## src/rtl/brpred.sv

```systemverilog
// brpred: direct-mapped BTB with 2-bit saturating counters, mispredict detection and stats
module brpred #(
  parameter int INDEX_W = 4
) (
  input  logic        clk_i,
  input  logic        rst_ni,
  input  logic [31:0] pc_f_i,
  output logic        pred_taken_o,
  output logic [31:0] pred_target_o,
  input  logic        ex_valid_i,
  input  logic        ex_is_br_i,
  input  logic        ex_is_jmp_i,
  input  logic [31:0] ex_pc_i,
  input  logic        ex_taken_i,
  input  logic [31:0] ex_target_i,
  input  logic        ex_pred_taken_i,
  input  logic [31:0] ex_pred_target_i,
  output logic        mispredict_o,
  output logic [31:0] redirect_pc_o,
  output logic [31:0] br_cnt_o,
  output logic [31:0] miss_cnt_o
);
  localparam int N  = 1 << INDEX_W;
  localparam int TW = 30 - INDEX_W;

  logic [N-1:0]    valid_q;
  logic [TW-1:0]   tag_q [N];
  logic [31:0]     tgt_q [N];
  logic [1:0]      cnt_q [N];
  logic [31:0]     br_cnt_q, br_cnt_d, miss_cnt_q, miss_cnt_d;

  logic [INDEX_W-1:0] fi, ei;
  logic [TW-1:0]      ftag, etag;
  logic               f_hit, e_hit, res, act_taken;
  logic               we_d, v_d;
  logic [31:0]        tgt_d;
  logic [1:0]         cnt_d;
  logic               unused_ok;

  assign unused_ok = ^{pc_f_i[1:0], ex_pc_i[1:0]};

  assign fi    = pc_f_i[INDEX_W+1:2];
  assign ftag  = pc_f_i[31:INDEX_W+2];
  assign ei    = ex_pc_i[INDEX_W+1:2];
  assign etag  = ex_pc_i[31:INDEX_W+2];
  assign f_hit = valid_q[fi] && (tag_q[fi] == ftag);
  assign e_hit = valid_q[ei] && (tag_q[ei] == etag);

  assign pred_taken_o  = f_hit && cnt_q[fi][1];
  assign pred_target_o = pred_taken_o ? tgt_q[fi] : pc_f_i + 32'd4;

  // jumps are taken no matter what the branch unit reports
  assign res           = ex_is_br_i || ex_is_jmp_i;
  assign act_taken     = ex_is_jmp_i || (ex_is_br_i && ex_taken_i);
  assign mispredict_o  = ex_valid_i && (res ? ((act_taken != ex_pred_taken_i) ||
                         (act_taken && (ex_target_i != ex_pred_target_i))) : ex_pred_taken_i);
  assign redirect_pc_o = act_taken ? ex_target_i : ex_pc_i + 32'd4;

  assign br_cnt_d   = br_cnt_q + {31'd0, ex_valid_i && res};
  assign miss_cnt_d = miss_cnt_q + {31'd0, mispredict_o};
  assign br_cnt_o   = br_cnt_q;
  assign miss_cnt_o = miss_cnt_q;

  always_comb begin
    we_d  = 1'b0;
    v_d   = 1'b0;
    tgt_d = tgt_q[ei];
    cnt_d = cnt_q[ei];
    if (ex_valid_i) begin
      if (ex_is_jmp_i) begin
        we_d  = 1'b1;
        v_d   = 1'b1;
        tgt_d = ex_target_i;
        cnt_d = 2'd3;
      end else if (ex_is_br_i && e_hit) begin
        we_d  = 1'b1;
        v_d   = 1'b1;
        tgt_d = ex_taken_i ? ex_target_i : tgt_q[ei];
        cnt_d = ex_taken_i ? ((cnt_q[ei] == 2'd3) ? 2'd3 : cnt_q[ei] + 2'd1)
                           : ((cnt_q[ei] == 2'd0) ? 2'd0 : cnt_q[ei] - 2'd1);
      end else if (ex_is_br_i && ex_taken_i) begin
        we_d  = 1'b1;
        v_d   = 1'b1;
        tgt_d = ex_target_i;
        cnt_d = 2'd2;
      end else if (!res && ex_pred_taken_i && e_hit) begin
        we_d  = 1'b1;
      end
    end
  end

  always_ff @(posedge clk_i or negedge rst_ni) begin
    if (!rst_ni) begin
      valid_q    <= '0;
      br_cnt_q   <= '0;
      miss_cnt_q <= '0;
      for (int i = 0; i < N; i++) cnt_q[i] <= 2'd1;
    end else begin
      br_cnt_q   <= br_cnt_d;
      miss_cnt_q <= miss_cnt_d;
      if (we_d) begin
        valid_q[ei] <= v_d;
        cnt_q[ei]   <= cnt_d;
      end
    end
  end

  // tag and target are qualified by valid, so they need no reset
  always_ff @(posedge clk_i) begin
    if (rst_ni && we_d) begin
      tag_q[ei] <= etag;
      tgt_q[ei] <= tgt_d;
    end
  end
endmodule

```

## config.mk

```make
export PLATFORM = sky130hd
export DESIGN_NAME = brpred
export DESIGN_NICKNAME = d
export VERILOG_FILES = /design/src/rtl/brpred.sv
export SDC_FILE = /design/constraint.sdc
export NUM_CORES = 2
export LEC_CHECK = 0
export CAP_MARGIN = 20
export CORE_MARGIN = 2
export CORE_UTILIZATION = 25
export CTS_CLUSTER_DIAMETER = 50
export CTS_CLUSTER_SIZE = 14
export DETAILED_ROUTE_END_ITERATION = 7
export GPL_TIMING_DRIVEN = 0
export SYNTH_ARGS = -nofsm -noshare
export SYNTH_HDL_FRONTEND = slang
export SYNTH_SLANG_ARGS = --single-unit
```

## constraint.sdc

```tcl
create_clock -name clk_i -period 13.4 [get_ports clk_i]
set_input_delay 2.68 -clock clk_i [delete_from_list [all_inputs] [get_ports clk_i]]
set_output_delay 2.68 -clock clk_i [all_outputs]
set_load 0.005 [all_outputs]
```

Word level (Yosys, flattened, before mapping)
Memories as Yosys holds them, arrays and structs flattened. Index checks and enable logic that the tools add are counted. W data, S select, Z words.

Div/mod/pow operators: 0. $lt $le $gt $ge: 6. Bitwise gates (word level): 2. $add $sub $neg: 6. Equality and inequality tests: 8. $mul: 0. Muxes and demuxes: 42. Shift-type cells: 0. Reduce and logical (&&, ||, !) cells: 19.

Operator list (number): $mux W32 (7); $add A32 B1 Y32 (2); $add A32 B3 Y32 const B (2); $eq A26 B26 Y1 (2); $bwmux W32 (1); $ne A32 B32 Y1 (1); $mux W2 (12); $bmux W2 S4 (2); $bwmux W16 (1); $mux W1 (15); $logic_and A1 B1 Y1 (13); $ge A5 B5 Y1 const B (2); $lt A4 B5 Y1 const B (2); $not A4 Y5 (2); $bmux W1 S4 (2); $demux W2 S4 (1); $ne A4 B4 Y1 const B (2); $lt A5 B1 Y1 const B (1); $demux W1 S4 (1); $ge A4 B1 Y1 const B (1); $reduce_and A4 Y1 (1); $logic_or A1 B1 Y1 (3); $add A2 B1 Y2 const B (1); $eq A2 B2 Y1 const B (1); other kinds (5) (5).

Output and inout port bits: 130. Memory bits (read-only): 0. Memory bits (writable): 928. Register bits after elaboration: 112. Input bits: 135. Memories: 2. Logic and storage cells: 104. Bits in latches: 0.

Memories: tgt_q (words 16, bits a word 32, rd ports 1, clocked after Yosys merged registers in 0, wr ports 1, line 28) `logic [31:0] tgt_q [N];`; tag_q (words 16, bits a word 26, rd ports 2, clocked after Yosys merged registers in 0, wr ports 1, line 27) `logic [TW-1:0] tag_q [N];`.

Longest topological paths before layout
Depth after elaboration: 13. Depth in mapped cells: 16. Depth with buffers taken out: 16.

Least setup slack after synthesis
OpenSTA, ideal clock, no wires.

Kind: input port to output port. Start: input port pc_f_i[3]. End: output port pred_target_o[10]. Stages on the path: 12. Path slack: 4.992 ns. Required time: 10.720 ns. Arrival time: 5.728 ns. Path through: buf_2 -> clkbuf_1 -> clkbuf_1 -> mux4_2 -> mux4_2 -> xnor2_1 -> nand4_1 -> nor2_1 -> or4b_4 -> buf_6 -> buf_12 -> mux2_4.

Longest elaborated chain between the ends: 6. Elaborated cells on any way between the ends: 13. Those cells by class: add/sub (1); eq/ne (1); mux (6); bitwise (1); reduce/logical (2); memory (2).

RTL lines: start, declared (line 7) `input logic [31:0] pc_f_i,`; branches (longest 5 deep; another with $mem_v2 Z16 W26); $mux W32 (*) (line 50) `assign pred_target_o = pred_taken_o ? tgt_q[fi] : pc_f_i + 32'd4;`; end, declared (line 9) `output logic [31:0] pred_target_o,`.

Every way passes the cells marked *. The select of a mux whose other input is x is not followed.

Worst setup path after layout
Start: input port pc_f_i[3]. End: output port pred_target_o[13].

The elaborated chain is that of the path after synthesis.

==> metrics.csv <==
stage,metric,value,unit
run_status,outcome,"finished, final reports clean",
global_route,GRT overflow,0,
floorplan,die height,436.6,µm
layout,nets@finish,3068,
drt,drt initial violations,3561,
layout,area delta synth->final,22.89,%
sta,Setup Total Neg Slack,0,ps
synthesis,syn_area_per_cell,18.77,µm²
critical_path,reg2reg start,tag_q[11][22],
clock_tree,Worst-Skew Late Latency,760,ps
power,worst vdd ir,0.1009,mV
hold_path,worst min path class,reg2reg,
placed_design,port buffer count,261,
floorplan,Core ar.,185600,µm²
global_route,initial antenna violation count,27,
synthesis,ys async rst share,0.1077,
synthesis,Cell variety after synth,66,
global_route,GRT busiest layer,met2,
clock_tree,clock root buffer,clkbuf_16,
synthesis,Post-synth EDFFs,928,
floorplan,DIE WIDTH,436.6,µm
power,Cell Int Power,5.747,mW
floorplan,Site Rows,158,
synthesis,Yosys top cell by area,edfxtp_1,
power,Net Sw Power,1.853,mW
clock_tree,clock sinks,1040,
synthesis,Syn Nets,2636,
power,Reg power frac,0.480,
power,combinational share of power,0.101,
global_route,Global Route Usage Sum,0.1687,
sta,Tmin final,11460,ps
clock_tree,Post CTS Setup Buffer Count,0,
critical_path,Setup crit end kind,output pin,
drt,WL final,163.8,mm
floorplan,effective utilization at floorplan,0.2520,
synthesis,Mapped Area,46770,µm²
drt,routed length per placed instance,29.82,µm
global_route,largest net degree at the start of global routing,102,
critical_path,startpoint types,primary input,
clock_tree,CTS tree,done,
global_route,vias in the first global route,27718,
synthesis,top cell type's share of synthesized area,0.5958,
critical_path,Worst R2R Setup Slack,8020,ps
sta,worst-margin pin slew,1177,ps
critical_path,slowest cell on the critical path,o21ai_0,
sta,relative slew slack,0.2151,
critical_path,origin of the worst setup path,pc_f_i[3],
power,total power,7.601,mW
sta,max frequency,87.28,MHz
layout,layout cells sized above 1,0.2754,
critical_path,Critical Path RT,10720,ps
critical_path,R2R cell count,11,
floorplan,die area,190600,µm²
global_route,first-pass GRT wire length,224.7,mm
global_route,met1 Use GR,0.2004,
critical_path,Critical Path AT,8780,ps
critical_path,worst-path maximum fanout,10,
sta,# setup viols final,0,
clock_tree,cts repair resizes,0,
job,MaxCap Viol Count,0,
sta,worst clock skew,63.49,ps
placed_design,Routability Congestion,0.9302,
power,Leak,18.80,nW
floorplan,I/O pin total,265,
synthesis,Synth Register Bits,1040,
synthesis,sequential area share after synthesis,0.6561,
global_route,met3 usage in global routing,0.03283,
drt,via count,27405,
global_route,met2 GRT Util,0.2895,
clock_tree,H-tree depth,3,
critical_path,critical path endpoint,pred_target_o[13],
clock_tree,CTS Hold Buffers Added,0,
synthesis,Synth Warn #,0,
clock_tree,Clock Tree Buf Depth,3,
synthesis,Mapped Cells,2492,
critical_path,CP Class,in2out,
synthesis,predominant post-synthesis flop cell,edfxtp_1,
clock_tree,Worst-path clk slew,60,ps
power,pwr dens,132.2,nW/µm²
placed_design,Detail Placement HPWL,118.4,mm
synthesis,most frequent cell after synthesis,edfxtp_1,
synthesis,synth cell count leaders,"edfxtp_1 (928), mux4_2 (391), xnor2_1 (131), nand2_1 (122), dfrtp_1 (96)",
drt,Via density,4.989,
sta,fin. max-slew vios,0,
critical_path,critical path's largest stage delay,840,ps
drt,Post-DRT Antenna Nets,0,
clock_tree,CTS buffer count,110,
critical_path,critical-path cell list,"clkdlybuf4s50_1, buf_2, clkbuf_1, clkbuf_1, buf_2, o21ai_0, o21ai_0, o21ai_0, o21ai_0, nor4_1, nand2_1, or4b_4, buf_6, buf_12, mux2_4, clkdlybuf4s50_1",
power,Switching Share,0.2438,
sta,unrepaired setup endpoints after global routing,false,
power,clock group share of total power,0.419,
drt,# DRC,0,
sta,endpoints failing hold,0,
critical_path,R2R Path End,tgt_q[8][3],
critical_path,Most common cell on crit path,o21ai_0,
sta,final period utilization,0.8550,
drt,TritonRoute pass-1 iters,6,
synthesis,Synth area leaders,"edfxtp_1 (60%), mux4_2 (19%), dfrtp_1 (5.1%)",
[cells in the final DEF, fill, tap and decap left out, types with 9 or more instances in the layout]
master and instances:
buf_12 30, o21ai_0 64, nor2_1 61, inv_1 29, nor2_4 15, mux2_2 52
and3_2 17, nand3_1 62, clkinv_8 11, o22ai_1 10, xnor2_1 131, nor4_1 14
buf_4 26, buf_2 32, nand4_1 29, mux4_2 391, ha_1 9, buf_6 11
clkinv_2 13, nor2b_1 9, edfxtp_1 928, buf_8 14, dfrtp_1 96, nand2_1 122
nor3_1 14, buf_1 16, and3_1 27, buf_16 9, clkbuf_1 73, mux2_4 29
clkbuf_16 110, xor2_1 64, mux2i_1 67, dfstp_2 16, clkdlybuf4s50_1 260, bufinv_16 14
[layout make-up]
type	instances	area (µm²)
Clock inverter	71	979.7
Buffer	139	760.7
Inverter	30	112.6
Multi-Input combinational cell	1283	15350
Sequential cell	1040	30690
Antenna cell	7	17.52
Tap cell	2480	3103
Timing Repair Buffer	320	3670
Clock buffer	123	2801
Fill cell	17936	128100
[worst min-delay path by stage]
stage                               to    startpoint  cells after the start
after floorplan               cnt_q[0]      cnt_q[0]                      2
after global placement        cnt_q[2]      cnt_q[2]                      2
after detailed placement  br_cnt_o[31]  br_cnt_o[31]                      1
after CTS                    cnt_q[28]     cnt_q[28]                      2
after global routing         cnt_q[24]     cnt_q[24]                      2
final                        cnt_q[24]     cnt_q[24]                      2
[flip-flops by register name (all words and copies together), names as in the netlist]
signal	cells
miss_cnt_o	32
br_cnt_o	32
valid_q	16
tag_q	416
cnt_q	32
tgt_q	512
[cell families (layout without fill, tap and decap cells)]
logic type,count (synthesis),in the layout,synth area share
muxes,539,539,0.2244
DFF,1040,1040,0.6561
xor gates and xnor gates,195,195,0.03651
other,0,7,0
buffers and inverters,169,683,0.01864
AOI/OAI and AO/OA,136,136,0.01897
adders and majority gates,9,9,0.002407
and+or+nand+nor,404,404,0.04293
[metal layers]
layer	wire (µm)	share of wire
met5	86	0.00052
met4	9623	0.059
met3	12390	0.076
met2	82100	0.50
met1	59620	0.36
[critical path: cells and delay by family]
family / cells / cell delay (ps)
mux: 1 / 370
compound gates: 4 / 1530
buf+inv: 8 / 3780
simple gates: 3 / 380
[power by group through the flow]
| stage | clock [mW] | sequential (mW) | combinational [mW] |
|---|---|---|---|
| after CTS | 3.24 | 3.65 | 0.766 |
| after floorplan | 0 | 3.70 | 0.368 |
| after global placement | 0 | 3.72 | 0.743 |
| after detailed placement | 0 | 3.72 | 0.764 |
| after global routing | 3.36 | 3.66 | 0.801 |
| final | 3.19 | 3.65 | 0.764 |
[stage by stage]
step	cell area (µm²)	std cells	hold slack (ps)	worst slack, ps	utilization
floorplan	46770	2492	446.0	4992	-
CTS	57360	5479	471.8	1977	0.3090
finish	57480	5493	470.0	1943	0.3097
global route	57480	5491	493.9	1863	0.3096
global placement	52490	5233	457.0	1095	0.2828
detailed placement	53580	5285	457.9	2006	0.2886
Note: power is estimated with default switching activity, not from simulation.
